==> src/rtl/ddr_cmd_arbiter_if.sv <==
// rtl/ddr_cmd_arbiter_if.sv - requester/MCB signal bundle for ddr_cmd_arbiter
// master = requesters + MCB side, slave = the arbiter.
interface ddr_cmd_arbiter_if #(
  parameter int ADDR_W = 30
);
  logic              calib_done;
  logic              wr_req;
  logic [ADDR_W-1:0] wr_addr;
  logic              wr_ack;
  logic              rd_req;
  logic [ADDR_W-1:0] rd_addr;
  logic              rd_ack;
  logic              rd_burst_done;
  logic [6:0]        mcb_wr_count;
  logic              mcb_cmd_full;
  logic              mcb_cmd_en;
  logic [2:0]        mcb_cmd_instr;
  logic [5:0]        mcb_cmd_bl;
  logic [ADDR_W-1:0] mcb_cmd_byte_addr;
  logic              arb_busy;

  modport master (
    output calib_done, wr_req, wr_addr, rd_req, rd_addr, rd_burst_done,
           mcb_wr_count, mcb_cmd_full,
    input  wr_ack, rd_ack, mcb_cmd_en, mcb_cmd_instr, mcb_cmd_bl,
           mcb_cmd_byte_addr, arb_busy
  );

  modport slave (
    input  calib_done, wr_req, wr_addr, rd_req, rd_addr, rd_burst_done,
           mcb_wr_count, mcb_cmd_full,
    output wr_ack, rd_ack, mcb_cmd_en, mcb_cmd_instr, mcb_cmd_bl,
           mcb_cmd_byte_addr, arb_busy
  );
endinterface

==> src/rtl/ddr_cmd_arbiter.sv <==
// rtl/ddr_cmd_arbiter.sv - MCB command port arbiter: write priority, read anti-starvation, read in-flight cap
// Optional grant/stall statistics counters are built when DDR_ARB_STATS_EN is defined.
module ddr_cmd_arbiter #(
  parameter int BL            = 64,
  parameter int ADDR_W        = 30,
  parameter int WR_MAX_CONSEC = 4,
  parameter int RD_MAX_OUTST  = 2,
  parameter int STATS_W       = 16
) (
  input  logic             ddr_usrclk,
  input  logic             reset_n,
  ddr_cmd_arbiter_if.slave bus
`ifdef DDR_ARB_STATS_EN
  ,
  input  logic               stat_clr,
  output logic [STATS_W-1:0] stat_wr_grants,
  output logic [STATS_W-1:0] stat_rd_grants,
  output logic [STATS_W-1:0] stat_stall_cycles
`endif
);

  if (BL < 1 || BL > 64 || STATS_W < 1 || WR_MAX_CONSEC < 1 || RD_MAX_OUTST < 1) begin : g_bad_param
    $error("ddr_cmd_arbiter: parameter out of range");
  end

  localparam int WC_W = $clog2(WR_MAX_CONSEC + 1);
  localparam int RO_W = $clog2(RD_MAX_OUTST + 1);
  localparam logic [WC_W-1:0]   WC_MAX    = WC_W'(WR_MAX_CONSEC);
  localparam logic [RO_W-1:0]   RO_MAX    = RO_W'(RD_MAX_OUTST);
  localparam logic [6:0]        BL_CNT    = 7'(BL);
  localparam logic [5:0]        BL_M1     = 6'(BL - 1);
  localparam logic [ADDR_W-1:0] ADDR_MASK = ~ADDR_W'(3);

  typedef enum logic [1:0] {IDLE, ISSUE, GAP} state_t;

  state_t            state;
  logic [WC_W-1:0]   wr_consec;
  logic [RO_W-1:0]   rd_outst;
  logic              cmd_en_r, wr_ack_r, rd_ack_r, busy_r;
  logic [2:0]        instr_r;
  logic [5:0]        bl_r;
  logic [ADDR_W-1:0] addr_r;

  logic wr_elig, rd_elig, pick_rd, issue_fire, wr_issue, rd_issue;

  assign wr_elig    = bus.wr_req & (bus.mcb_wr_count >= BL_CNT);
  assign rd_elig    = bus.rd_req & (rd_outst < RO_MAX);
  // Read only overrides a competing write once the write streak hits its limit.
  assign pick_rd    = rd_elig & (~wr_elig | (wr_consec == WC_MAX));
  assign issue_fire = (state == ISSUE) & bus.calib_done & ~bus.mcb_cmd_full;
  assign wr_issue   = issue_fire & ~instr_r[0];
  assign rd_issue   = issue_fire & instr_r[0];

  assign bus.mcb_cmd_en        = cmd_en_r;
  assign bus.wr_ack            = wr_ack_r;
  assign bus.rd_ack            = rd_ack_r;
  assign bus.mcb_cmd_instr     = instr_r;
  assign bus.mcb_cmd_bl        = bl_r;
  assign bus.mcb_cmd_byte_addr = addr_r;
  assign bus.arb_busy          = busy_r;

  always_ff @(posedge ddr_usrclk or negedge reset_n) begin
    if (!reset_n) begin
      state    <= IDLE;
      cmd_en_r <= 1'b0;
      wr_ack_r <= 1'b0;
      rd_ack_r <= 1'b0;
      busy_r   <= 1'b0;
      instr_r  <= 3'b000;
      addr_r   <= '0;
      bl_r     <= BL_M1;
    end else begin
      cmd_en_r <= 1'b0;
      wr_ack_r <= 1'b0;
      rd_ack_r <= 1'b0;
      bl_r     <= BL_M1;
      case (state)
        IDLE: begin
          if (bus.calib_done & (wr_elig | rd_elig)) begin
            state   <= ISSUE;
            busy_r  <= 1'b1;
            instr_r <= pick_rd ? 3'b001 : 3'b000;
            addr_r  <= (pick_rd ? bus.rd_addr : bus.wr_addr) & ADDR_MASK;
          end else begin
            busy_r <= 1'b0;
          end
        end
        ISSUE: begin
          // Losing calibration abandons the slot without acking; the requester keeps req high.
          if (!bus.calib_done) begin
            state  <= IDLE;
            busy_r <= 1'b0;
          end else if (!bus.mcb_cmd_full) begin
            state    <= GAP;
            cmd_en_r <= 1'b1;
            wr_ack_r <= ~instr_r[0];
            rd_ack_r <= instr_r[0];
          end
        end
        GAP: begin
          state  <= IDLE;
          busy_r <= 1'b0;
        end
        default: begin
          state  <= IDLE;
          busy_r <= 1'b0;
        end
      endcase
    end
  end

  always_ff @(posedge ddr_usrclk or negedge reset_n) begin
    if (!reset_n) begin
      wr_consec <= '0;
      rd_outst  <= '0;
    end else begin
      if (rd_issue)
        wr_consec <= '0;
      else if (wr_issue && wr_consec != WC_MAX)
        wr_consec <= wr_consec + 1'b1;

      if (rd_issue && !bus.rd_burst_done)
        rd_outst <= rd_outst + 1'b1;
      else if (!rd_issue && bus.rd_burst_done && rd_outst != '0)
        rd_outst <= rd_outst - 1'b1;
    end
  end

`ifdef DDR_ARB_STATS_EN
  localparam logic [STATS_W-1:0] STAT_MAX = '1;

  always_ff @(posedge ddr_usrclk or negedge reset_n) begin
    if (!reset_n) begin
      stat_wr_grants    <= '0;
      stat_rd_grants    <= '0;
      stat_stall_cycles <= '0;
    end else if (stat_clr) begin
      stat_wr_grants    <= '0;
      stat_rd_grants    <= '0;
      stat_stall_cycles <= '0;
    end else begin
      if (wr_issue && stat_wr_grants != STAT_MAX)
        stat_wr_grants <= stat_wr_grants + 1'b1;
      if (rd_issue && stat_rd_grants != STAT_MAX)
        stat_rd_grants <= stat_rd_grants + 1'b1;
      if (state == ISSUE && bus.mcb_cmd_full && stat_stall_cycles != STAT_MAX)
        stat_stall_cycles <= stat_stall_cycles + 1'b1;
    end
  end
`endif

endmodule

==> src/flat_wrapper.sv <==
// flat-port wrapper written by rule: the top's interface ports become plain ports
module ddr_cmd_arbiter_flat 
#(
  parameter int BL            = 64,
  parameter int ADDR_W        = 30,
  parameter int WR_MAX_CONSEC = 4,
  parameter int RD_MAX_OUTST  = 2,
  parameter int STATS_W       = 16
)
  (ddr_usrclk, reset_n, bus_calib_done, bus_wr_req, bus_wr_addr, bus_rd_req, bus_rd_addr, bus_rd_burst_done, bus_mcb_wr_count, bus_mcb_cmd_full, bus_wr_ack, bus_rd_ack, bus_mcb_cmd_en, bus_mcb_cmd_instr, bus_mcb_cmd_bl, bus_mcb_cmd_byte_addr, bus_arb_busy);
  ddr_cmd_arbiter_if #(.ADDR_W(ADDR_W)) bus_i ();
  input  logic ddr_usrclk;
  input  logic reset_n;
  input wire logic [$bits(bus_i.calib_done)-1:0] bus_calib_done;
  input wire logic [$bits(bus_i.wr_req)-1:0] bus_wr_req;
  input wire logic [$bits(bus_i.wr_addr)-1:0] bus_wr_addr;
  input wire logic [$bits(bus_i.rd_req)-1:0] bus_rd_req;
  input wire logic [$bits(bus_i.rd_addr)-1:0] bus_rd_addr;
  input wire logic [$bits(bus_i.rd_burst_done)-1:0] bus_rd_burst_done;
  input wire logic [$bits(bus_i.mcb_wr_count)-1:0] bus_mcb_wr_count;
  input wire logic [$bits(bus_i.mcb_cmd_full)-1:0] bus_mcb_cmd_full;
  output wire logic [$bits(bus_i.wr_ack)-1:0] bus_wr_ack;
  output wire logic [$bits(bus_i.rd_ack)-1:0] bus_rd_ack;
  output wire logic [$bits(bus_i.mcb_cmd_en)-1:0] bus_mcb_cmd_en;
  output wire logic [$bits(bus_i.mcb_cmd_instr)-1:0] bus_mcb_cmd_instr;
  output wire logic [$bits(bus_i.mcb_cmd_bl)-1:0] bus_mcb_cmd_bl;
  output wire logic [$bits(bus_i.mcb_cmd_byte_addr)-1:0] bus_mcb_cmd_byte_addr;
  output wire logic [$bits(bus_i.arb_busy)-1:0] bus_arb_busy;
  assign bus_i.calib_done = bus_calib_done;
  assign bus_i.wr_req = bus_wr_req;
  assign bus_i.wr_addr = bus_wr_addr;
  assign bus_i.rd_req = bus_rd_req;
  assign bus_i.rd_addr = bus_rd_addr;
  assign bus_i.rd_burst_done = bus_rd_burst_done;
  assign bus_i.mcb_wr_count = bus_mcb_wr_count;
  assign bus_i.mcb_cmd_full = bus_mcb_cmd_full;
  assign bus_wr_ack = bus_i.wr_ack;
  assign bus_rd_ack = bus_i.rd_ack;
  assign bus_mcb_cmd_en = bus_i.mcb_cmd_en;
  assign bus_mcb_cmd_instr = bus_i.mcb_cmd_instr;
  assign bus_mcb_cmd_bl = bus_i.mcb_cmd_bl;
  assign bus_mcb_cmd_byte_addr = bus_i.mcb_cmd_byte_addr;
  assign bus_arb_busy = bus_i.arb_busy;
  ddr_cmd_arbiter #(.BL(BL), .ADDR_W(ADDR_W), .WR_MAX_CONSEC(WR_MAX_CONSEC), .RD_MAX_OUTST(RD_MAX_OUTST), .STATS_W(STATS_W)) u_core (.ddr_usrclk(ddr_usrclk), .reset_n(reset_n), .bus(bus_i));
endmodule
==> config.mk <==
export PLATFORM = sky130hd
export DESIGN_NAME = ddr_cmd_arbiter_flat
export DESIGN_NICKNAME = d
export VERILOG_FILES = /design/src/rtl/ddr_cmd_arbiter_if.sv /design/src/rtl/ddr_cmd_arbiter.sv /design/src/flat_wrapper.sv
export SDC_FILE = /design/constraint.sdc
export NUM_CORES = 1
export LEC_CHECK = 0
export ABC_AREA = 1
export CAP_MARGIN = 15
export CORE_ASPECT_RATIO = 1.75
export CORE_UTILIZATION = 39
export DETAILED_ROUTE_END_ITERATION = 10
export GPL_ROUTABILITY_DRIVEN = 0
export HOLD_SLACK_MARGIN = 0.06
export PLACE_DENSITY = 0.79
export SETUP_SLACK_MARGIN = 0.1
export SLEW_MARGIN = 15
export SYNTH_ARGS = -nofsm -noshare
export SYNTH_HDL_FRONTEND = slang
export SYNTH_SLANG_ARGS = --single-unit
==> constraint.sdc <==
create_clock -name ddr_usrclk -period 2.05 [get_ports ddr_usrclk]
set_clock_uncertainty 0.15 [all_clocks]
set_input_delay 0.3075 -clock ddr_usrclk [delete_from_list [all_inputs] [get_ports ddr_usrclk]]
set_output_delay 0.3075 -clock ddr_usrclk [all_outputs]
set_load 0.02 [all_outputs]
==> results.md, run 1 <==
- Fmax: 540.8 MHz
- Die ar.: 0.005906 sq mm
- Status: finished, final reports clean
- Synth cell count leaders: nand2_1, dfrtp_1, nand3_1
- Ant diodes: 0
- Ys async rst share: 100.0%
- Gr usage total: 20.68%
- Largest net degree at the start of global routing: 30
- CP max stage delay: 650 ps
- EDFF count, synth: 0
- Critical path, cell by cell: clkdlybuf4s50_1
- Mean Syn Cell Area: 7.418 sq um
- Initial antenna violation count: 0
- DR vias/cell: 4.683
- Top cells by area, synth: dfrtp_1, nand2_1, nand3_1, buf_4, buf_6
- Total gr overflow: 0
- TritonRoute pass-1 iters: 4
- # Post-CTS Setup Buffers: 0
- # H-tree levels: 2
- CP max FO: 6
- Setup violations, final: 0
- Place WS: 123.0 ps
- Synth Warn #: 0
- Unrepaired setup endpoints after global routing: false
- Leak pwr: 1.648 nW
- CP bufs+invs: 1
- Final WS setup: 200.9 ps
- Sequential-to-total area share from yosys stat: 45.90%
- Power Density: 812.4 mW/mm^2
- Nets: 465
- Total of max-cap violations: 0
- Kind of cell adding the most delay to the critical path: buffers and inverters
- Fin Setup TNS: 0 ps
- Detailed Place HPWL: 4297 um
- Post-Syn Area: 0.002181 sq mm
- Die width: 58.53 um
- Final Max Tran Viols: 0
- Syn-to-layout area delta: 47.39%
- Critical path startpoint category: flop
- Initial DRC Count: 77
- Post-DRT Antenna Nets: 0
- Reg clk slew, reported paths: 70 ps
- Vias in the first global route: 2129
- Clk sinks: 40
- Clk buf depth: 2
- Port bufs: 96
- Yosys reg bits: 40
- Final wirelength: 5700 um
- Starting density of the core: 40.82%
- TritonCTS clock tree: done
- # fillers: 500
- Yosys top cell area share: 45.90%
- Area leader, netlist: dfrtp_1
- Critical path data arrival time: 1390 ps
- Routed vias: 2168
- Wire per inst: 12.31 um
- WS Path Type: flop to primary output
- Crit path time final: 1849 ps
- Slowest-stage cell, CP: clkdlybuf4s50_1
- Row cnt: 35
- Most frequent cell after synthesis: nand2_1
- Period utilisation layout: 90.20%
- Peak supply drop: 0.0004954 V
- Final Hold Fails: 0
- Insertion delay to the later sink of the worst-skew pair: 280 ps
- DRC errors left: 0
- HP Class: primary input to asynchronous set/reset pin
- Die height: 100.9 um
- Layout cell share with drive strength beyond 1: 5.913%
- Num CTS Buffers: 5
- Global-route wire length before repair: 9266 um
- Root buffer cell: clkbuf_8
- Top Ports: 117
- Core area: 0.005343 sq mm
- CP endpoint kind: primary output
- Yosys cell types: 22
- Worst Path Required: 1590 ps
- Ys flop type: dfrtp_1
- Syn Inst Count: 294
==> sequential cells by signal, indices dropped and copies added (netlist names) <==
register,count
u_core.bus.mcb_cmd_byte_addr,28
u_core.wr_consec,3
u_core.rd_outst,2
u_core.state,2
u_core.bus.arb_busy,1
u_core.bus.mcb_cmd_en,1
u_core.bus.mcb_cmd_instr,1
u_core.bus.rd_ack,1
u_core.bus.wr_ack,1
==> final timing paths <==
path / startpoint / endpoint / slack (ps) / depth (start not counted)
min in group ddr_usrclk: u_core.bus.mcb_cmd_byte_addr[8]$_DFFE_PN0P_ / u_core.bus.mcb_cmd_byte_addr[8]$_DFFE_PN0P_ / 330 / 2
max in group asynchronous: reset_n / u_core.bus.mcb_cmd_byte_addr[11]$_DFFE_PN0P_ / 950 / 3
hold / removal: reset_n / u_core.bus.mcb_cmd_byte_addr[13]$_DFFE_PN0P_ / 290 / 2
setup reg to reg: u_core.wr_consec[0]$_DFFE_PN0P_ / u_core.bus.mcb_cmd_byte_addr[4]$_DFFE_PN0P_ / 340 / 9
hold reg to reg: u_core.bus.mcb_cmd_byte_addr[8]$_DFFE_PN0P_ / u_core.bus.mcb_cmd_byte_addr[8]$_DFFE_PN0P_ / 330 / 2
setup / recovery: u_core.bus.mcb_cmd_instr[0]$_DFFE_PN0P_ / bus_mcb_cmd_instr[0] / 200 / 1
==> per-stage QoR <==
stage / util (%) / instance area, sq um / std cells / total power (W) / hold WS [ps]
6_report: 60.16 / 3214 / 463 / 0.002611 / 294.0
5_1_grt: 60.16 / 3214 / 463 / 0.002779 / 312.6
4_1_cts: 60.07 / 3209 / 463 / 0.002639 / 292.6
3_5_place_dp: 58.43 / 3122 / 455 / 0.002145 / 68.49
3_3_place_gp: 58.43 / 3122 / 455 / 0.002118 / 61.52
2_1_floorplan: - / 2211 / 302 / 0.001643 / -138.1
==> final cells by class <==
cell class	instances	area, sq um	share of cell area [%]
clock buffers	6	72.57	2.258
flip-flops and latches	40	1001	31.14
multi-input cells	226	967.2	30.09
inverters	12	45.04	1.401
well taps	74	92.59	2.881
clock inverters	1	5.005	0.1557
repair buffers	104	1031	32.07
==> placed cells by master (no fill, tap or decap), types with 2 or more instances in the layout <==
cell,instances
nand3_2,2
clkdlybuf4s50_1,95
o21ai_0,3
buf_4,6
conb_1,10
nand2_1,158
nand4_1,2
nor2_1,3
clkbuf_8,5
inv_1,11
nor2_2,3
ha_1,2
nand3_1,37
dfrtp_1,40
==> metal layers <==
metal / part of all wire, % / global-route usage (%) / vias up / wire length, um
met2: 57 / 38.90 / 77 / 3238
met4: 2.0 / 9.890 / 0 / 116
met5: 0 / 0 / - / 0
li1: - / - / 1075 / -
met3: 4.5 / 3.081 / 10 / 259
met1: 37 / 21.65 / 1006 / 2085
==> timing repair <==
action | CTS | global route
hold buffers | 1 | 0
setup endpoints to repair | 0 | 24
resized for setup | 0 | 1
endpoints found under the hold margin | 12 | 0
==> cell families after synthesis <==
logic type	after synthesis	share of synthesized area, %
and+or+nand+nor	208	39.59
DFF	40	45.90
buffers and inverters	36	11.36
AOI/OAI and AO/OA	5	1.262
adders and majority gates	2	1.147
other	2	0.3444
xor gates and xnor gates	1	0.4017
==> where the power goes <==
part	internal [W]	switching, W
sequential	0.000962	0.000110
clock	0.000231	0.000255
combinational	0.000499	0.000555
total	0.00169	0.000919
(Power assumes the default switching activity.)
==> run 2: changes to the inputs <==
--- a/config.mk
+++ b/config.mk
@@ -5,10 +5,9 @@
 export SDC_FILE = /design/constraint.sdc
 export NUM_CORES = 1
 export LEC_CHECK = 0
-export ABC_AREA = 1
 export CAP_MARGIN = 15
 export CORE_ASPECT_RATIO = 1.75
-export CORE_UTILIZATION = 39
+export CORE_UTILIZATION = 37
 export DETAILED_ROUTE_END_ITERATION = 10
 export GPL_ROUTABILITY_DRIVEN = 0
 export HOLD_SLACK_MARGIN = 0.06
==> results.md, run 2 <==
- Largest net degree at the start of global routing: 33 (was 30)
- Vias in the first global route: 1791 (was 2129)
- Power Density: 883.3 mW/mm^2 (was 812.4 mW/mm^2)
- Fmax: 550.2 MHz (was 540.8 MHz)
- Core area: 0.005020 sq mm (was 0.005343 sq mm)
- Yosys reg bits: 40 (unchanged)
- Final wirelength: 5013 um (was 5700 um)
- # Post-CTS Setup Buffers: 0 (unchanged)
- Final Max Tran Viols: 0 (unchanged)
- Reg clk slew, reported paths: 90 ps (was 70 ps)
- Crit path time final: 1818 ps (was 1849 ps)
- Unrepaired setup endpoints after global routing: false (unchanged)
- Post-DRT Antenna Nets: 0 (unchanged)
- Die height: 97.90 um (was 100.9 um)
- Status: finished, violations left (was finished, final reports clean)
- Mean Syn Cell Area: 8.878 sq um (was 7.418 sq um)
- Period utilisation layout: 88.67% (was 90.20%)
- Detailed Place HPWL: 3556 um (was 4297 um)
- Final Hold Fails: 0 (unchanged)
- TritonRoute pass-1 iters: 9 (was 4)
- Clk buf depth: 2 (unchanged)
- Place WS: -44.59 ps (was 123.0 ps)
- Psw: 0.0009098 W (was 0.0009192 W)
- Reg power frac: 38.8% (was 41.1%)
- Total of max-cap violations: 0 (unchanged)
- Starting density of the core: 38.73% (was 40.82%)
- Most common cell after layout, fill and taps aside: clkdlybuf4s50_1 (was nand2_1)
- Setup violations, final: 0 (unchanged)
- Post-Syn Area: 0.001944 sq mm (was 0.002181 sq mm)
- HP Class: primary input to asynchronous set/reset pin (unchanged)
- CP max FO: 13 (was 6)
- Sw Share: 33.22% (was 35.20%)
- CP endpoint kind: flop (was primary output)
- Layout cell share with drive strength beyond 1: 9.063% (was 5.913%)
- # fillers: 450 (was 500)
- Ys async rst share: 100.0% (unchanged)
- Final WS setup: 232.3 ps (was 200.9 ps)
- Sequential-to-total area share from yosys stat: 51.48% (was 45.90%)
- # H-tree levels: 2 (unchanged)
- Yosys top cell area share: 51.48% (was 45.90%)
- Critical path data arrival time: 1890 ps (was 1390 ps)
- Area leader, netlist: dfrtp_1 (unchanged)
- Final core occ: 61.76% (was 60.16%)
- Insertion delay to the later sink of the worst-skew pair: 300 ps (was 280 ps)
- Yosys cell types: 29 (was 22)
- Syn-to-layout area delta: 59.46% (was 47.39%)
- Synth cell count leaders: nand2_1, dfrtp_1, nor2_1 (was nand2_1, dfrtp_1, nand3_1)
- DRC errors left: 10 (was 0)
- Leak pwr: 1.335 nW (was 1.648 nW)
- Initial antenna violation count: 0 (unchanged)
- Ant diodes: 0 (unchanged)
- Syn Inst Count: 219 (was 294)
- WS Path Type: flop to flop (was flop to primary output)
- Multi-input combinational cell area: 822.0 sq um (was 967.2 sq um)
- Highest-count cells in the layout ignoring fill and taps: clkdlybuf4s50_1, nand2_1, dfrtp_1 (was nand2_1, clkdlybuf4s50_1, dfrtp_1)
- Largest register FFs: 28 (unchanged)
- DR vias/cell: 4.944 (was 4.683)
- EDFF count, synth: 0 (unchanged)
- Peak supply drop: 0.0007436 V (was 0.0004954 V)
- Clk sinks: 40 (unchanged)
- Cell Int Power: 0.001829 W (was 0.001692 W)
- Most frequent cell after synthesis: nand2_1 (unchanged)
- Worst Path Required: 2120 ps (was 1590 ps)
- Initial DRC Count: 49 (was 77)
- Top Ports: 117 (unchanged)
- FF+latch area: 0.001001 sq mm (unchanged)
- Clock power share: 24.0% (was 18.6%)
- Gr usage total: 19.19% (was 20.68%)
- Synth Warn #: 0 (unchanged)
- Wire per inst: 13.40 um (was 12.31 um)
- Logic pwr share: 37.2% (was 40.3%)
- Failing checks: design-rule violations
- Top cells by area, synth: dfrtp_1, nand2_1, a31oi_1, nor2_1, buf_4 (was dfrtp_1, nand2_1, nand3_1, buf_4, buf_6)
- Ys flop type: dfrtp_1 (unchanged)
- Die ar.: 0.005560 sq mm (was 0.005906 sq mm)
- Die width: 56.80 um (was 58.53 um)
- Nets: 395 (was 465)
- Port bufs: 96 (unchanged)
- Num CTS Buffers: 5 (unchanged)
- Root buffer cell: clkbuf_8 (unchanged)
- Critical path startpoint category: flop (unchanged)
- Total gr overflow: 0 (unchanged)
- Global-route wire length before repair: 8197 um (was 9266 um)
- Routed vias: 1849 (was 2168)
- TritonCTS clock tree: done (unchanged)
- Row cnt: 34 (was 35)
==> run 2: power by group through the flow <==
stage | sequential [W] | combinational, W | clock [W]
4_1_cts | 0.00106 | 0.00102 | 0.000662
2_1_floorplan | 0.00124 | 0.000355 | 0
5_1_grt | 0.00109 | 0.00111 | 0.000699
3_3_place_gp | 0.00107 | 0.000989 | 0
6_report | 0.00106 | 0.00102 | 0.000657
3_5_place_dp | 0.00108 | 0.00101 | 0
==> run 2: layout make-up <==
cell class	instances	area share [%]
clock buffers	5	2.220
clock inverters	3	1.372
inverters	7	0.8475
multi-input cells	158	26.51
flip-flops and latches	40	32.28
well taps	54	2.179
repair buffers	107	34.58
==> run 2: metal layers <==
layer,vias to the layer above,routed length [um],GRT usage (%)
met5,-,0,0
met4,0,185,11.26
met3,13,252,4.106
met2,65,2640,33.97
met1,859,1934,20.46
li1,912,-,-
==> run 2: through the flow <==
| step | setup TNS, ps | instances | instance area [sq um] | hold slack [ps] | power (W) |
|---|---|---|---|---|---|
| after floorplan | 0 | 227 | 1974 | -138.1 | 0.001592 |
| after global placement | -344.8 | 364 | 2953 | 144.8 | 0.002058 |
| after detailed placement | -398.2 | 364 | 2953 | 139.8 | 0.002086 |
| after CTS | 0 | 373 | 3083 | 354.2 | 0.002740 |
| after global routing | 0 | 374 | 3100 | 405.3 | 0.002894 |
| final | 0 | 374 | 3100 | 343.0 | 0.002739 |
==> run 2: path summary, 6_finish.rpt <==
kind                                                 startpoint                                           end  slack, ps  cells past startpoint
worst max-delay path            u_core.wr_consec[1]$_DFFE_PN0P_   u_core.bus.mcb_cmd_byte_addr[8]$_DFFE_PN0P_        230                      7
worst min-delay path                                    reset_n  u_core.bus.mcb_cmd_byte_addr[15]$_DFFE_PN0P_        340                      2
worst max register to register  u_core.wr_consec[1]$_DFFE_PN0P_   u_core.bus.mcb_cmd_byte_addr[8]$_DFFE_PN0P_        230                      7
worst min register to register  u_core.bus.arb_busy$_DFFE_PN0P_               u_core.bus.arb_busy$_DFFE_PN0P_        380                      2
max in group asynchronous                               reset_n  u_core.bus.mcb_cmd_byte_addr[19]$_DFFE_PN0P_        920                      3
min in group ddr_usrclk         u_core.bus.arb_busy$_DFFE_PN0P_               u_core.bus.arb_busy$_DFFE_PN0P_        380                      2
==> run 2: kinds of logic after synthesis <==
| logic type | Yosys count | synth area share, % |
|---|---|---|
| compound gates | 45 | 15.77 |
| fa+ha+maj | 2 | 1.287 |
| buf+inv | 30 | 9.138 |
| flops | 40 | 51.48 |
| mux | 1 | 0.5791 |
| other cells | 2 | 0.3862 |
| simple gates | 99 | 21.36 |
==> run 2: critical path, cell delays in order, from the launching register on <==
cell	delay, ps
dfrtp_1	390
inv_1	100
ha_1	220
nand2_2	140
a31oi_2	250
buf_4	240
nand2_1	70
a31oi_1	180
==> run 2: what timing repair did <==
item / CTS / global route
setup endpoints to repair: 27 / 7
hold endpoints to repair: 19 / 0
resized for setup: 1 / 3
pin swaps: 0 / 1
gates cloned: 0 / 1
hold buffers: 1 / 0
